### config.mk
export PLATFORM = sky130hd
export DESIGN_NAME = addsub_nibble_serial_ctrl
export DESIGN_NICKNAME = d
export VERILOG_FILES = /design/src/rtl/addsub_nibble_serial_ctrl.sv
export SDC_FILE = /design/constraint.sdc
export NUM_CORES = 1
export LEC_CHECK = 0
export ABC_CLOCK_PERIOD_IN_PS = 3250
export CAP_MARGIN = 15
export CORE_MARGIN = 10
export CORE_UTILIZATION = 30
export CTS_CLUSTER_SIZE = 30
export DETAILED_ROUTE_END_ITERATION = 8
export SETUP_SLACK_MARGIN = 0.4
export SLEW_MARGIN = 10
export SYNTH_ARGS = -nofsm -noshare
export SYNTH_HDL_FRONTEND = slang
export SYNTH_SLANG_ARGS = --single-unit
export TNS_END_PERCENT = 10
### constraint.sdc
create_clock -name clk -period 3.25 [get_ports clk]
set_input_delay 0.65 -clock clk [delete_from_list [all_inputs] [get_ports clk]]
set_output_delay 0.65 -clock clk [all_outputs]
set_load 0.01 [all_outputs]
### src/rtl/addsub_nibble_serial_ctrl.sv
// addsub_nibble_serial_ctrl
//   Runs a WIDTH-bit add/subtract through a single 4-bit ripple slice, one nibble
//   per clock, LSB nibble first, carrying between nibbles in a register.
//   Accepts work over a valid/ready request port and presents the result over a
//   valid/ready result port.
// Ports
//   clk, rst_n              clock (rising edge), asynchronous active-low reset
//   in_valid_i / in_ready_o request handshake; in_ready_o is high only when idle
//   op_sub_i                0: a + b, 1: a - b
//   a_i, b_i                WIDTH-bit operands
//   out_valid_o/out_ready_i result handshake
//   result_o                a +/- b modulo 2^WIDTH
//   cout_o                  carry out of the MSB (for subtract, 1 = no borrow)
//   ovf_o                   signed two's-complement overflow
//   zero_o                  result is zero
//   busy_o                  an operation is in flight or waiting to be taken
module addsub_nibble_serial_ctrl #(
  parameter int unsigned NIBBLES = 4,
  localparam int unsigned Width  = 4 * NIBBLES
) (
  input  logic             clk,
  input  logic             rst_n,
  input  logic             in_valid_i,
  output logic             in_ready_o,
  input  logic             op_sub_i,
  input  logic [Width-1:0] a_i,
  input  logic [Width-1:0] b_i,
  output logic             out_valid_o,
  input  logic             out_ready_i,
  output logic [Width-1:0] result_o,
  output logic             cout_o,
  output logic             ovf_o,
  output logic             zero_o,
  output logic             busy_o
);

  localparam int unsigned IdxW = (NIBBLES > 1) ? $clog2(NIBBLES) : 1;
  localparam logic [IdxW-1:0] LastIdx = IdxW'(NIBBLES - 1);

  typedef enum logic [1:0] {StIdle, StRun, StDone} state_e;

  state_e           state_q;
  logic [Width-1:0] a_q;
  logic [Width-1:0] b_q;        // already inverted for subtraction
  logic             carry_q;
  logic [IdxW-1:0]  idx_q;
  logic [Width-1:0] result_q;
  logic             cout_q;
  logic             ovf_q;
  logic             zero_q;

  // Nibble slice datapath
  logic [IdxW+1:0]  bit_base;
  logic [3:0]       a_nib;
  logic [3:0]       b_nib;
  logic [3:0]       sum_nib;
  logic [4:0]       carry_chain;
  logic [Width-1:0] result_nxt;
  logic             last_nib;

  always_comb begin
    bit_base       = {idx_q, 2'b00};
    a_nib          = a_q[bit_base +: 4];
    b_nib          = b_q[bit_base +: 4];
    carry_chain    = '0;
    carry_chain[0] = carry_q;
    sum_nib        = '0;
    // Four full-adder cells in ripple
    for (int i = 0; i < 4; i++) begin
      sum_nib[i]       = a_nib[i] ^ b_nib[i] ^ carry_chain[i];
      carry_chain[i+1] = (a_nib[i] & b_nib[i]) | (carry_chain[i] & (a_nib[i] ^ b_nib[i]));
    end
    result_nxt           = result_q;
    result_nxt[bit_base +: 4] = sum_nib;
    last_nib             = (idx_q == LastIdx);
  end

  always_ff @(posedge clk or negedge rst_n) begin
    if (!rst_n) begin
      state_q  <= StIdle;
      a_q      <= '0;
      b_q      <= '0;
      carry_q  <= 1'b0;
      idx_q    <= '0;
      result_q <= '0;
      cout_q   <= 1'b0;
      ovf_q    <= 1'b0;
      zero_q   <= 1'b0;
    end else begin
      unique case (state_q)
        StIdle: begin
          if (in_valid_i) begin
            a_q     <= a_i;
            b_q     <= op_sub_i ? ~b_i : b_i;
            carry_q <= op_sub_i;  // the +1 of two's-complement subtraction
            idx_q   <= '0;
            state_q <= StRun;
          end
        end
        StRun: begin
          result_q <= result_nxt;
          carry_q  <= carry_chain[4];
          if (last_nib) begin
            cout_q  <= carry_chain[4];
            ovf_q   <= (a_nib[3] ~^ b_nib[3]) & (sum_nib[3] ^ a_nib[3]);
            zero_q  <= (result_nxt == '0);
            state_q <= StDone;
          end else begin
            idx_q <= idx_q + 1'b1;
          end
        end
        StDone: begin
          if (out_ready_i) state_q <= StIdle;
        end
        default: state_q <= StIdle;
      endcase
    end
  end

  assign in_ready_o  = (state_q == StIdle);
  assign out_valid_o = (state_q == StDone);
  assign busy_o      = (state_q != StIdle);
  assign result_o    = result_q;
  assign cout_o      = cout_q;
  assign ovf_o       = ovf_q;
  assign zero_o      = zero_q;

endmodule

==> results of run 1 <==
## cell type report
class / count / share of cell area (%)
sequential: 56 / 38.5
tap: 111 / 3.81
inverter: 15 / 1.55
multi-input combinational: 166 / 35.3
clock buffer: 7 / 2.65
timing repair buffer: 65 / 17.3
clock inverter: 1 / 0.824
## report_power, final
part	leakage [nW]	total, mW	internal [mW]	switching (mW)
logic	0.746	2.25	1.09	1.16
registers	0.680	1.23	1.02	0.201
clock network	0.0645	0.499	0.272	0.227
## worst min-delay path by stage
stage / start / slack [ns] / cells after the start / endpoint
6_report: rst_n / 0.48 / 1 / zero_o$_DFFE_PN0P_
5_1_grt: a_q[11]$_DFFE_PN0P_ / 0.53 / 1 / a_q[11]$_DFFE_PN0P_
4_1_cts: ovf_o$_DFFE_PN0P_ / 0.49 / 2 / ovf_o$_DFFE_PN0P_
3_5_place_dp: ovf_o$_DFFE_PN0P_ / 0.47 / 2 / ovf_o$_DFFE_PN0P_
3_3_place_gp: a_q[8]$_DFFE_PN0P_ / 0.49 / 1 / a_q[8]$_DFFE_PN0P_
2_1_floorplan: rst_n / 0.35 / 0 / a_q[0]$_DFFE_PN0P_
## kinds of logic after synthesis
group,Yosys count
flip-flops,56
buffers and inverters,25
AO/OA/AOI/OAI,45
multiplexers,26
adder cells (fa/ha/maj),11
XOR/XNOR,17
AND/OR/NAND/NOR,67
## flip-flops by register name, indices dropped and copies added, names as in the netlist
register and cells:
a_q 16, b_q 16, carry_q 1, cout_o 1
idx_q 2, ovf_o 1, result_o 16, state_q 2
zero_o 1
## cells in the final DEF, fill, tap and decap left out, types with 2 or more instances in the layout
master	count
a21oi_1	17
buf_4	6
clkbuf_8	7
clkdlybuf4s50_1	57
dfrtp_1	55
fa_1	3
ha_1	7
inv_1	13
inv_2	2
mux2_2	18
mux4_2	8
nand2_1	27
nand2b_1	2
nand3_1	3
nor2_1	19
nor2b_1	3
nor3_1	2
nor4_1	3
o21ai_0	18
o22ai_1	2
o31ai_1	2
xnor2_1	17
## repair_timing
action	4_1_cts	5_1_grt
setup endpoints to repair	1	6
pin swaps	1	0
resized for setup	1	2
setup buffers	0	0
hold buffers	0	0
## layer usage
metal	global-route usage [%]	part of all wire, %	vias to the layer above
met5	0	0	-
met1	12.2	46	964
li1	-	-	973
met3	3.39	7.1	7
met4	2.75	1.2	0
met2	15.6	46	47
==> summary.md, run 1 <==
| Metric | Value |
|---|---|
| Total power | `3.98 mW` |
| Post-synth EDFFs | `0` |
| GPL Wtd Cong | `0.827` |
| RSZ-0062 raised after global routing | `yes` |
| Worst r2r src | `idx_q[0]$_DFFE_PN0P_` |
| Ys flop type | `dfrtp_1` |
| Cell Area, Synth | `2770 um2` |
| Vias in the first global route | `2,175` |
| I/O Buffers | `58` |
| Synth Area in Simple Gates | `11.6%` |
| Largest family of logic cells by synthesized area | `multiplexers` |
| WL per Instance | `14.8 um` |
| CTS sink count | `56` |
| 1st-iter DRT viols | `68` |
| Root buffer cell | `clkbuf_8` |
| FF-to-FF setup slack | `0.31 ns` |
| Post-Syn Instances | `247` |
| Post-route insts no fill | `421` |
| Crit Path Category | `reg -> reg` |
| Number of H-tree levels | `2` |
| Fillers | `913` |
| Status | `finished clean` |
| DP Cell Count | `413` |
| Setup tns final | `0 ns` |
| Synth Area in Compound Gates | `9.08%` |
| Synthesized area per cell | `11.2 um2` |
| Pwr dens | `1090 nW/um2` |
| Die W | `116 um` |
| I/O Pins | `59` |
| Setup crit start | `idx_q[0]$_DFFE_PN0P_` |
| Most frequent cells after synthesis | `56 x dfrtp_1, 27 x nand2_1, 19 x nor2_1` |
| # nets final | `357` |
| Cell depth of the worst flop-to-flop path | `12` |
| Achievable Freq | `340 MHz` |
| Largest net degree at the start of global routing | `52` |
| Largest area contributor in the synthesized netlist | `dfrtp_1` |
| Final ANT Viol Nets | `0` |
| Startpoint types | `flop` |
| P&R area growth vs syn | `31.5%` |
| # setup viols final | `0` |
| Part of the Yosys area used for sequential elements | `50.6%` |
| Largest cells by area after synthesis | `dfrtp_1 51%, mux2_2 7.3%, mux4_2 6.5%` |
| Max-cap viol count | `0` |
| Initial antenna violation count | `0` |
| Leak pwr | `1.49 nW` |
| Critical Path, Cell by Cell | `mux4_2 -> inv_2 -> fa_1 -> inv_1 -> fa_1 -> inv_1 -> fa_1 -> inv_1 -> fa_2 -> nand3_1 -> a221oi_2 -> o31ai_1` |
| Multi-input gate area | `1290 um2` |
| Worst setup slack after layout | `0.310 ns` |
| WHS | `0.478 ns` |
| Syn. warnings | `0` |
| Crit share post-route | `90.5%` |
| Final HPWL DP | `4.84 mm` |
| Die height | `116 um` |
| CTS Buf Count | `5` |
| Worst setup EP type | `flop` |
| Stages on the worst setup path | `12` |
| Worst path slowest cell | `fa_2` |
| First-pass GRT wire length | `10.6 mm` |
| RR Endpoint | `zero_o$_DFFE_PN0P_` |
| CTS tree | `built` |
| Std-Cell Rows | `35` |
| Ant diodes | `0` |
| Vias | `1,991` |
| Yosys reg bits | `56` |
| Worst slack at placement | `0.253 ns` |
| Sequential cell area | `1400 um2` |
| Routed WL | `6.25 mm` |
| Async S/R FF share, synth | `100%` |
| Worst EP required | `3.46 ns` |
| Final Critical Period | `2.94 ns` |
| Syn nets | `295` |
| Most frequent cell after synthesis | `dfrtp_1` |
| GR Util All Layers | `9.75%` |
| CORE AREA | `9110 um2` |
| Design area | `3640 um2` |
| Clock Skew | `0.00638 ns` |
| Top cell type's share of synthesized area | `50.6%` |
| Adder and majority gate portion of the synthesized area | `6.05%` |
| Total Die Area | `13,500 um2` |
| Placed inst area | `3510 um2` |
| Worst vdd ir | `0.451 mV` |
| Worst Max-Slew Pin Slew | `0.953 ns` |
| Hold Crit Class | `in -> async` |
| DRC Markers | `0` |
| Synth unique cells | `34` |
| Max Slew Vio Count | `0` |
| Vias per inst | `4.73` |
| Worst slew margin | `36.5%` |
| Buf/Inv on CP | `4` |
| Clock transition at path regs | `0.10 ns` |
| CP Data Arrival Time | `3.15 ns` |
| Maximum fanout along the worst path | `4` |
| CTS max path bufs | `2` |
| Hold Vio Cnt, Final | `0` |
| CP Capture Point | `zero_o$_DFFE_PN0P_` |
| Starting Density | `30.4%` |
| TritonRoute pass-1 iters | `4` |
| Slowest cell delay on critical path | `0.56 ns` |
| Global route overflow | `0` |
| Clock Latency Late Sink | `0.31 ns` |
| Finished Core Util | `40.0%` |
| Layout cells sized above 1 | `15.5%` |
| Post-Synth XOR/XNOR Area | `5.37%` |
| CP top delay family | `adder cells` |
| Mux share of post-synthesis cell area | `13.8%` |
(Power assumes the default switching activity.)
==> inputs of run 2 (changes only) <==
--- a/config.mk
+++ b/config.mk
@@ -12,7 +12,7 @@
 export CTS_CLUSTER_SIZE = 30
 export DETAILED_ROUTE_END_ITERATION = 8
 export SETUP_SLACK_MARGIN = 0.4
-export SLEW_MARGIN = 10
+export SLEW_MARGIN = 20
 export SYNTH_ARGS = -nofsm -noshare
 export SYNTH_HDL_FRONTEND = slang
 export SYNTH_SLANG_ARGS = --single-unit
==> results of run 2 <==
Final layout, timing and power as in run 1 (identical DEF).
==> inputs of run 3 (changes only) <==
--- a/config.mk
+++ b/config.mk
@@ -6,11 +6,13 @@
 export NUM_CORES = 1
 export LEC_CHECK = 0
 export ABC_CLOCK_PERIOD_IN_PS = 3250
-export CAP_MARGIN = 15
+export CAP_MARGIN = 20
 export CORE_MARGIN = 10
 export CORE_UTILIZATION = 30
 export CTS_CLUSTER_SIZE = 30
 export DETAILED_ROUTE_END_ITERATION = 8
+export GPL_ROUTABILITY_DRIVEN = 0
+export RECOVER_POWER = 100
 export SETUP_SLACK_MARGIN = 0.4
 export SLEW_MARGIN = 20
 export SYNTH_ARGS = -nofsm -noshare
==> run 3 against run 2 <==
Against the previous run: the run now ends with capacitance limit, slew limit left; clock-buffer cell count did not move; via count barely moved; combinational power down 4%; clock skew about the same; clock power barely moved; critical endpoint unchanged; fmax is 0.30% higher; routed wire length fell by 0.14%; total power down 2.3%; final cell count stayed put; non-clock buffer count is the same; utilization is 0.19 points lower.
==> summary.md, run 3 (synthesis gave the netlist of run 1 again) <==
| Metric | Value |
|---|---|
| Std-Cell Rows | `35 (unchanged)` |
| CORE AREA | `9110 um2 (unchanged)` |
| Hold-fix buffers, CTS | `0 (unchanged)` |
| Hold Crit Class | `reg -> reg (was in -> async)` |
| Stages on the worst setup path | `12 (unchanged)` |
| Failing checks | `capacitance limit, slew limit` |
| Final HPWL DP | `4.84 mm (unchanged)` |
| Layout cells sized above 1 | `13.2% (was 15.5%)` |
| Total Die Area | `13,500 um2 (unchanged)` |
| # setup viols final | `0 (unchanged)` |
| DP Cell Count | `413 (unchanged)` |
| Max Slew Vio Count | `43 (was 0)` |
| Crit Path Category | `reg -> reg (unchanged)` |
| Setup tns final | `0 ns (unchanged)` |
| Worst slack at placement | `0.253 ns (unchanged)` |
| Worst vdd ir | `0.436 mV (was 0.451 mV)` |
| I/O Pins | `59 (unchanged)` |
| Worst path slowest cell | `fa_1 (was fa_2)` |
| Worst Max-Slew Pin Slew | `2.27 ns (was 0.953 ns)` |
| Clock transition at path regs | `0.10 ns (about the same)` |
| Number of H-tree levels | `2 (unchanged)` |
| Worst setup EP type | `flop (unchanged)` |
| Worst EP required | `3.46 ns (about the same)` |
| Clock Latency Late Sink | `0.31 ns (about the same)` |
| Sequential cell area | `1400 um2 (unchanged)` |
| Root buffer cell | `clkbuf_8 (unchanged)` |
| CTS sink count | `56 (unchanged)` |
| Pwr dens | `1070 nW/um2 (was 1090 nW/um2)` |
| CP Data Arrival Time | `3.14 ns (was 3.15 ns)` |
| WL per Instance | `14.8 um (about the same)` |
| GR Util All Layers | `9.75% (unchanged)` |
| CTS tree | `built (unchanged)` |
| Achievable Freq | `341 MHz (was 340 MHz)` |
| Startpoint types | `flop (unchanged)` |
| # nets final | `357 (unchanged)` |
| Vias | `1,990 (was 1,991)` |
| Initial antenna violation count | `0 (unchanged)` |
| TritonRoute pass-1 iters | `4 (unchanged)` |
| CTS Buf Count | `5 (unchanged)` |
| Vias in the first global route | `2,175 (unchanged)` |
| WHS | `0.483 ns (was 0.478 ns)` |
| Largest net degree at the start of global routing | `52 (unchanged)` |
| DRC Markers | `0 (unchanged)` |
| CP top delay family | `adder cells (unchanged)` |
| Die W | `116 um (unchanged)` |
| 1st-iter DRT viols | `64 (was 68)` |
| Worst setup slack after layout | `0.318 ns (was 0.310 ns)` |
| CTS max path bufs | `2 (unchanged)` |
| First-pass GRT wire length | `10.6 mm (unchanged)` |
| Leading cell types in the layout, fill and taps excluded | `55 x dfrtp_1, 34 x clkdlybuf4s50_1, 27 x nand2_1 (was 57 x clkdlybuf4s50_1, 55 x dfrtp_1, 27 x nand2_1)` |
| Hold Vio Cnt, Final | `0 (unchanged)` |
| Ant diodes | `0 (unchanged)` |
| Global route overflow | `0 (unchanged)` |
| Commonest non-fill, non-tap cell in the layout | `dfrtp_1 (was clkdlybuf4s50_1)` |
| Buf/Inv on CP | `4 (unchanged)` |
| Hold depth | `2` |
| Crit share post-route | `90.2% (was 90.5%)` |
| Critical Path, Cell by Cell | `mux4_2 -> inv_1 -> fa_1 -> inv_1 -> fa_1 -> inv_1 -> fa_1 -> inv_1 -> fa_1 -> nand3_1 -> a221oi_2 -> o31ai_1 (was mux4_2 -> inv_2 -> fa_1 -> inv_1 -> fa_1 -> inv_1 -> fa_1 -> inv_1 -> fa_2 -> nand3_1 -> a221oi_2 -> o31ai_1)` |
| Vias per inst | `4.73 (about the same)` |
| Worst slew margin | `-51.3% (was 36.5%)` |
| Final ANT Viol Nets | `0 (unchanged)` |
| RSZ-0062 raised after global routing | `yes (unchanged)` |
| Maximum fanout along the worst path | `4 (unchanged)` |
| Clock Skew | `0.00621 ns (was 0.00638 ns)` |
| I/O Buffers | `58 (unchanged)` |
| Total power | `3.88 mW (was 3.98 mW)` |
| Post-route insts no fill | `421 (unchanged)` |
| Starting Density | `30.4% (unchanged)` |
| Leak pwr | `1.54 nW (was 1.49 nW)` |
| Status | `finished, violations left (was finished clean)` |
| Fillers | `915 (was 913)` |
| Max-cap viol count | `1 (was 0)` |
| Multi-input gate area | `1280 um2 (was 1290 um2)` |
| Slowest cell delay on critical path | `0.53 ns (was 0.56 ns)` |
| Routed WL | `6.24 mm (was 6.25 mm)` |
| Postcts setup bufs | `0 (unchanged)` |
| Final Critical Period | `2.93 ns (was 2.94 ns)` |
| Cell depth of the worst flop-to-flop path | `12 (unchanged)` |
| Die height | `116 um (unchanged)` |
| P&R area growth vs syn | `30.8% (was 31.5%)` |
run 3: changes by cell type in the layout (fill, tap and decap cells not counted), sizes merged:
cell	change
clkbuf	+4
dlygate4sd3	+23
buf	-4
clkdlybuf4s50	-23
run 3: worst min-delay path, cell delays in order, from the launching register on:
cell	delay [ns]
dfrtp_1	0.35
nand2_1	0.05
o31ai_1	0.06
run 3: power by group:
part | internal [mW] | leakage [nW] | switching [mW]
registers | 1.02 | 0.680 | 0.195
logic | 1.02 | 0.798 | 1.15
clock network | 0.272 | 0.0645 | 0.226
total | 2.31 | 1.54 | 1.57
run 3: layout make-up:
class	count	area share (%)
Inverter	15	1.55
Clock inverter	1	0.828
Tap cell	111	3.83
Timing Repair Buffer	65	17.2
Multi-Input combinational cell	166	35.3
Sequential cell	56	38.7
Clock buffer	7	2.66
run 3: final timing paths:
kind	start	endpoint	slack (ns)
max	idx_q[0]$_DFFE_PN0P_	zero_o$_DFFE_PN0P_	0.32
min	ovf_o$_DFFE_PN0P_	ovf_o$_DFFE_PN0P_	0.48
max reg2reg	idx_q[0]$_DFFE_PN0P_	zero_o$_DFFE_PN0P_	0.32
min reg2reg	ovf_o$_DFFE_PN0P_	ovf_o$_DFFE_PN0P_	0.48
max in group asynchronous	rst_n	idx_q[0]$_DFFE_PN0P_	0.79
min in group asynchronous	rst_n	state_q[1]$_DFFE_PN0P_	1.01
run 3: repair_timing:
| action | in CTS | in global routing |
|---|---|---|
| setup endpoints to repair | 1 | 6 |
| pin swaps | 1 | 0 |
| gates resized for setup | 1 | 2 |
run 3: metal layers:
metal	part of all wire (%)	GRT usage (%)	wire, um	up-vias
met4	1.1	2.75	70	0
met2	46	15.6	2860	51
met5	0	0	0	-
met3	7.3	3.39	457	9
li1	-	-	-	973
met1	46	12.2	2860	957
run 3: per-stage QoR:
stage / instance area [um2] / utilization, %
floorplan: 2790 / -
finish: 3620 / 39.8
global route: 3620 / 39.8
global placement: 3510 / 38.5
detailed placement: 3510 / 38.5
CTS: 3640 / 40.0
==> RTL change: new RTL, config.mk and constraints of run 2 <==
`NIBBLES`: 4 -> 2.
--- a/src/rtl/addsub_nibble_serial_ctrl.sv
+++ b/src/rtl/addsub_nibble_serial_ctrl.sv
@@ -17,3 +17,3 @@
 module addsub_nibble_serial_ctrl #(
-  parameter int unsigned NIBBLES = 4,
+  parameter int unsigned NIBBLES = 2,
   localparam int unsigned Width  = 4 * NIBBLES
Interface: changed (resized a_i, b_i and result_o); port bits go from 59 to 35. The function was not compared with the original's and may differ.
==> RTL change against run 2 <==
- sequential cell count decreased by 25
- cell count decreased by 44%
- area after synthesis is 44% lower
- global-route usage fell by 1.6 points
- power fell by 44%
- combinational power is 47% lower
- cell area fell by 44%
- worst setup slack gained 130 ps
- critical path depth shrank 4
- non-clock buffer count down 25
- routed wire length decreased by 49%
==> RTL change: results (changes against run 2) <==
Status
The flow ran to the end, and the final reports show no timing, DRC or antenna violations.

Placed design
The total placed cells including tap cells is 225 (-46%). The number of buffer cells added on primary ports was 34 (-41%). The post-place setup slack is 244 ps (-9.08 ps). The estimated wirelength of the detail-placed design is 2440 um (-50%). The placer's final routability congestion estimate came to 0.768 (-7.2%). The placement-stage cell area came to 0.00194 sq mm (-45%).

Clock network
The later-pin clock latency in the skew report is 290 ps (-20 ps). The clock slew seen by the registers of the worst setup and hold paths was 70 ps (-30 ps).

Synth
The XOR/XNOR share of the synthesized area was 5.12% (-0.25 points). The part of the Yosys area used for sequential elements is 50.4% (-0.18 points). Yosys attributes the largest share of cell area to sky130_fd_sc_hd__dfrtp_1 (50%), sky130_fd_sc_hd__mux2_2 (11%), sky130_fd_sc_hd__fa_1 (5.2%). The post-synthesis compound-gate area fraction is 6.99% (-2.1 points). The count of warnings emitted by yosys is 0 (unchanged). The average cell area after synthesis is 12.3 sq um (+9.8%). Counting instances in the post-synthesis netlist gives the leading cell types as sky130_fd_sc_hd__dfrtp_1 (31), sky130_fd_sc_hd__mux2_2 (15), sky130_fd_sc_hd__nor2_1 (11). The proportion of synthesized area in mux cells is 16.9% (+3.1 points). The post-synthesis net count is 151 (-49%).

The arithmetic-cell share of the synthesized area counting full adders, half adders and majority gates is 6.02% (-0.036 points).

GRT
The total routing resource utilization after global routing is 8.19% (-1.6 points). The largest net degree at the start of global routing was 32 (-38%). The met3 demand-to-capacity share in global routing is 3.67% (+0.28 points). The number of global-route vias before repair is 1161 (-47%). The wire length of the first global-routing pass came to 5500 um (-48%).

The fraction of met1 tracks used by global routing is 8.82% (-3.4 points).

Finish
The final layout net count is 191 (-46%). The share of final-layout standard cells stronger than drive strength 1 is 24.2% (+8.8 points).

Pwr
The internal power contribution is 0.00142 W (-41%). The leakage power of the design was 0.853 nW (-43%). The switching share of power is 36.1% (-3.9 points). The maximum vdd ir drop is 0.000337 V (-25%).

The portion of total power attributed to combinational logic came to 53.9% (-2.7 points). The sequential cell power was 0.000719 W (-42%).

Drt
The first-pass iteration count of the detailed router came to 4 (unchanged). The number of DRC markers after the initial detailed-route iteration is 77 (+13%). The number of vias after detailed routing is 1019 (-49%). The met3 wire length is 238 um (-46%). The via-per-instance ratio is 4.34 (-8.3%). The sum of routed wire segments on met1 was 1390 um (-51%). The aggregate routed wire length is 3160 um (-49%). The met2 layer wire length in the routed design was 1460 um (-49%).

Worst setup path
The arrival time at the worst endpoint was 3000 ps (-150 ps). The largest stage delay on the critical path is 470 ps (-90 ps). The maximum fanout along the worst path is 4 (unchanged).

Hold path
The tightest min-delay check is of the flop to flop type.

STA
The transition time at the pin with the least slew margin was 581 ps (-371 ps).
==> RTL change: cell types whose count changed after synthesis, moves of 4 or more <==
cell                       delta
sky130_fd_sc_hd__a21oi_1      -8
sky130_fd_sc_hd__xnor2_1      -9
sky130_fd_sc_hd__dfrtp_1     -25
sky130_fd_sc_hd__o21ai_0     -12
sky130_fd_sc_hd__clkbuf_1     -6
sky130_fd_sc_hd__inv_1        -9
sky130_fd_sc_hd__ha_1         -6
sky130_fd_sc_hd__mux4_2       -8
sky130_fd_sc_hd__nor2_1       -8
sky130_fd_sc_hd__nand2_1     -21
sky130_fd_sc_hd__mux2_4       +4
==> RTL change: area by class of cell <==
type | count | area, sq um
fillers | 497 | 2990
flip-flops and latches | 31 | 777
multi-input cells | 81 | 694
repair buffers | 40 | 385
well taps | 70 | 87.6
clock buffers | 6 | 82.6
inverters | 6 | 22.5
clock inverters | 1 | 5.00
==> RTL change: worst paths after layout <==
kind | startpoint | endpoint | slack [ps] | cells past startpoint
worst min register to register | ovf_o$_DFFE_PN0P_ | ovf_o$_DFFE_PN0P_ | 500 | 2
worst max register to register | idx_q$_DFFE_PN0P_ | ovf_o$_DFFE_PN0P_ | 440 | 8
min in group asynchronous | rst_n | cout_o$_DFFE_PN0P_ | 760 | 2
worst max-delay path | idx_q$_DFFE_PN0P_ | ovf_o$_DFFE_PN0P_ | 440 | 8
max in group asynchronous | rst_n | idx_q$_DFFE_PN0P_ | 2190 | 2
worst min-delay path | ovf_o$_DFFE_PN0P_ | ovf_o$_DFFE_PN0P_ | 500 | 2
==> RTL change: timing repair <==
action                                  CTS  global route
setup buffers                             2             1
pin swaps                                 1             0
endpoints found under the setup margin    2             2
gates resized for setup                   3             0
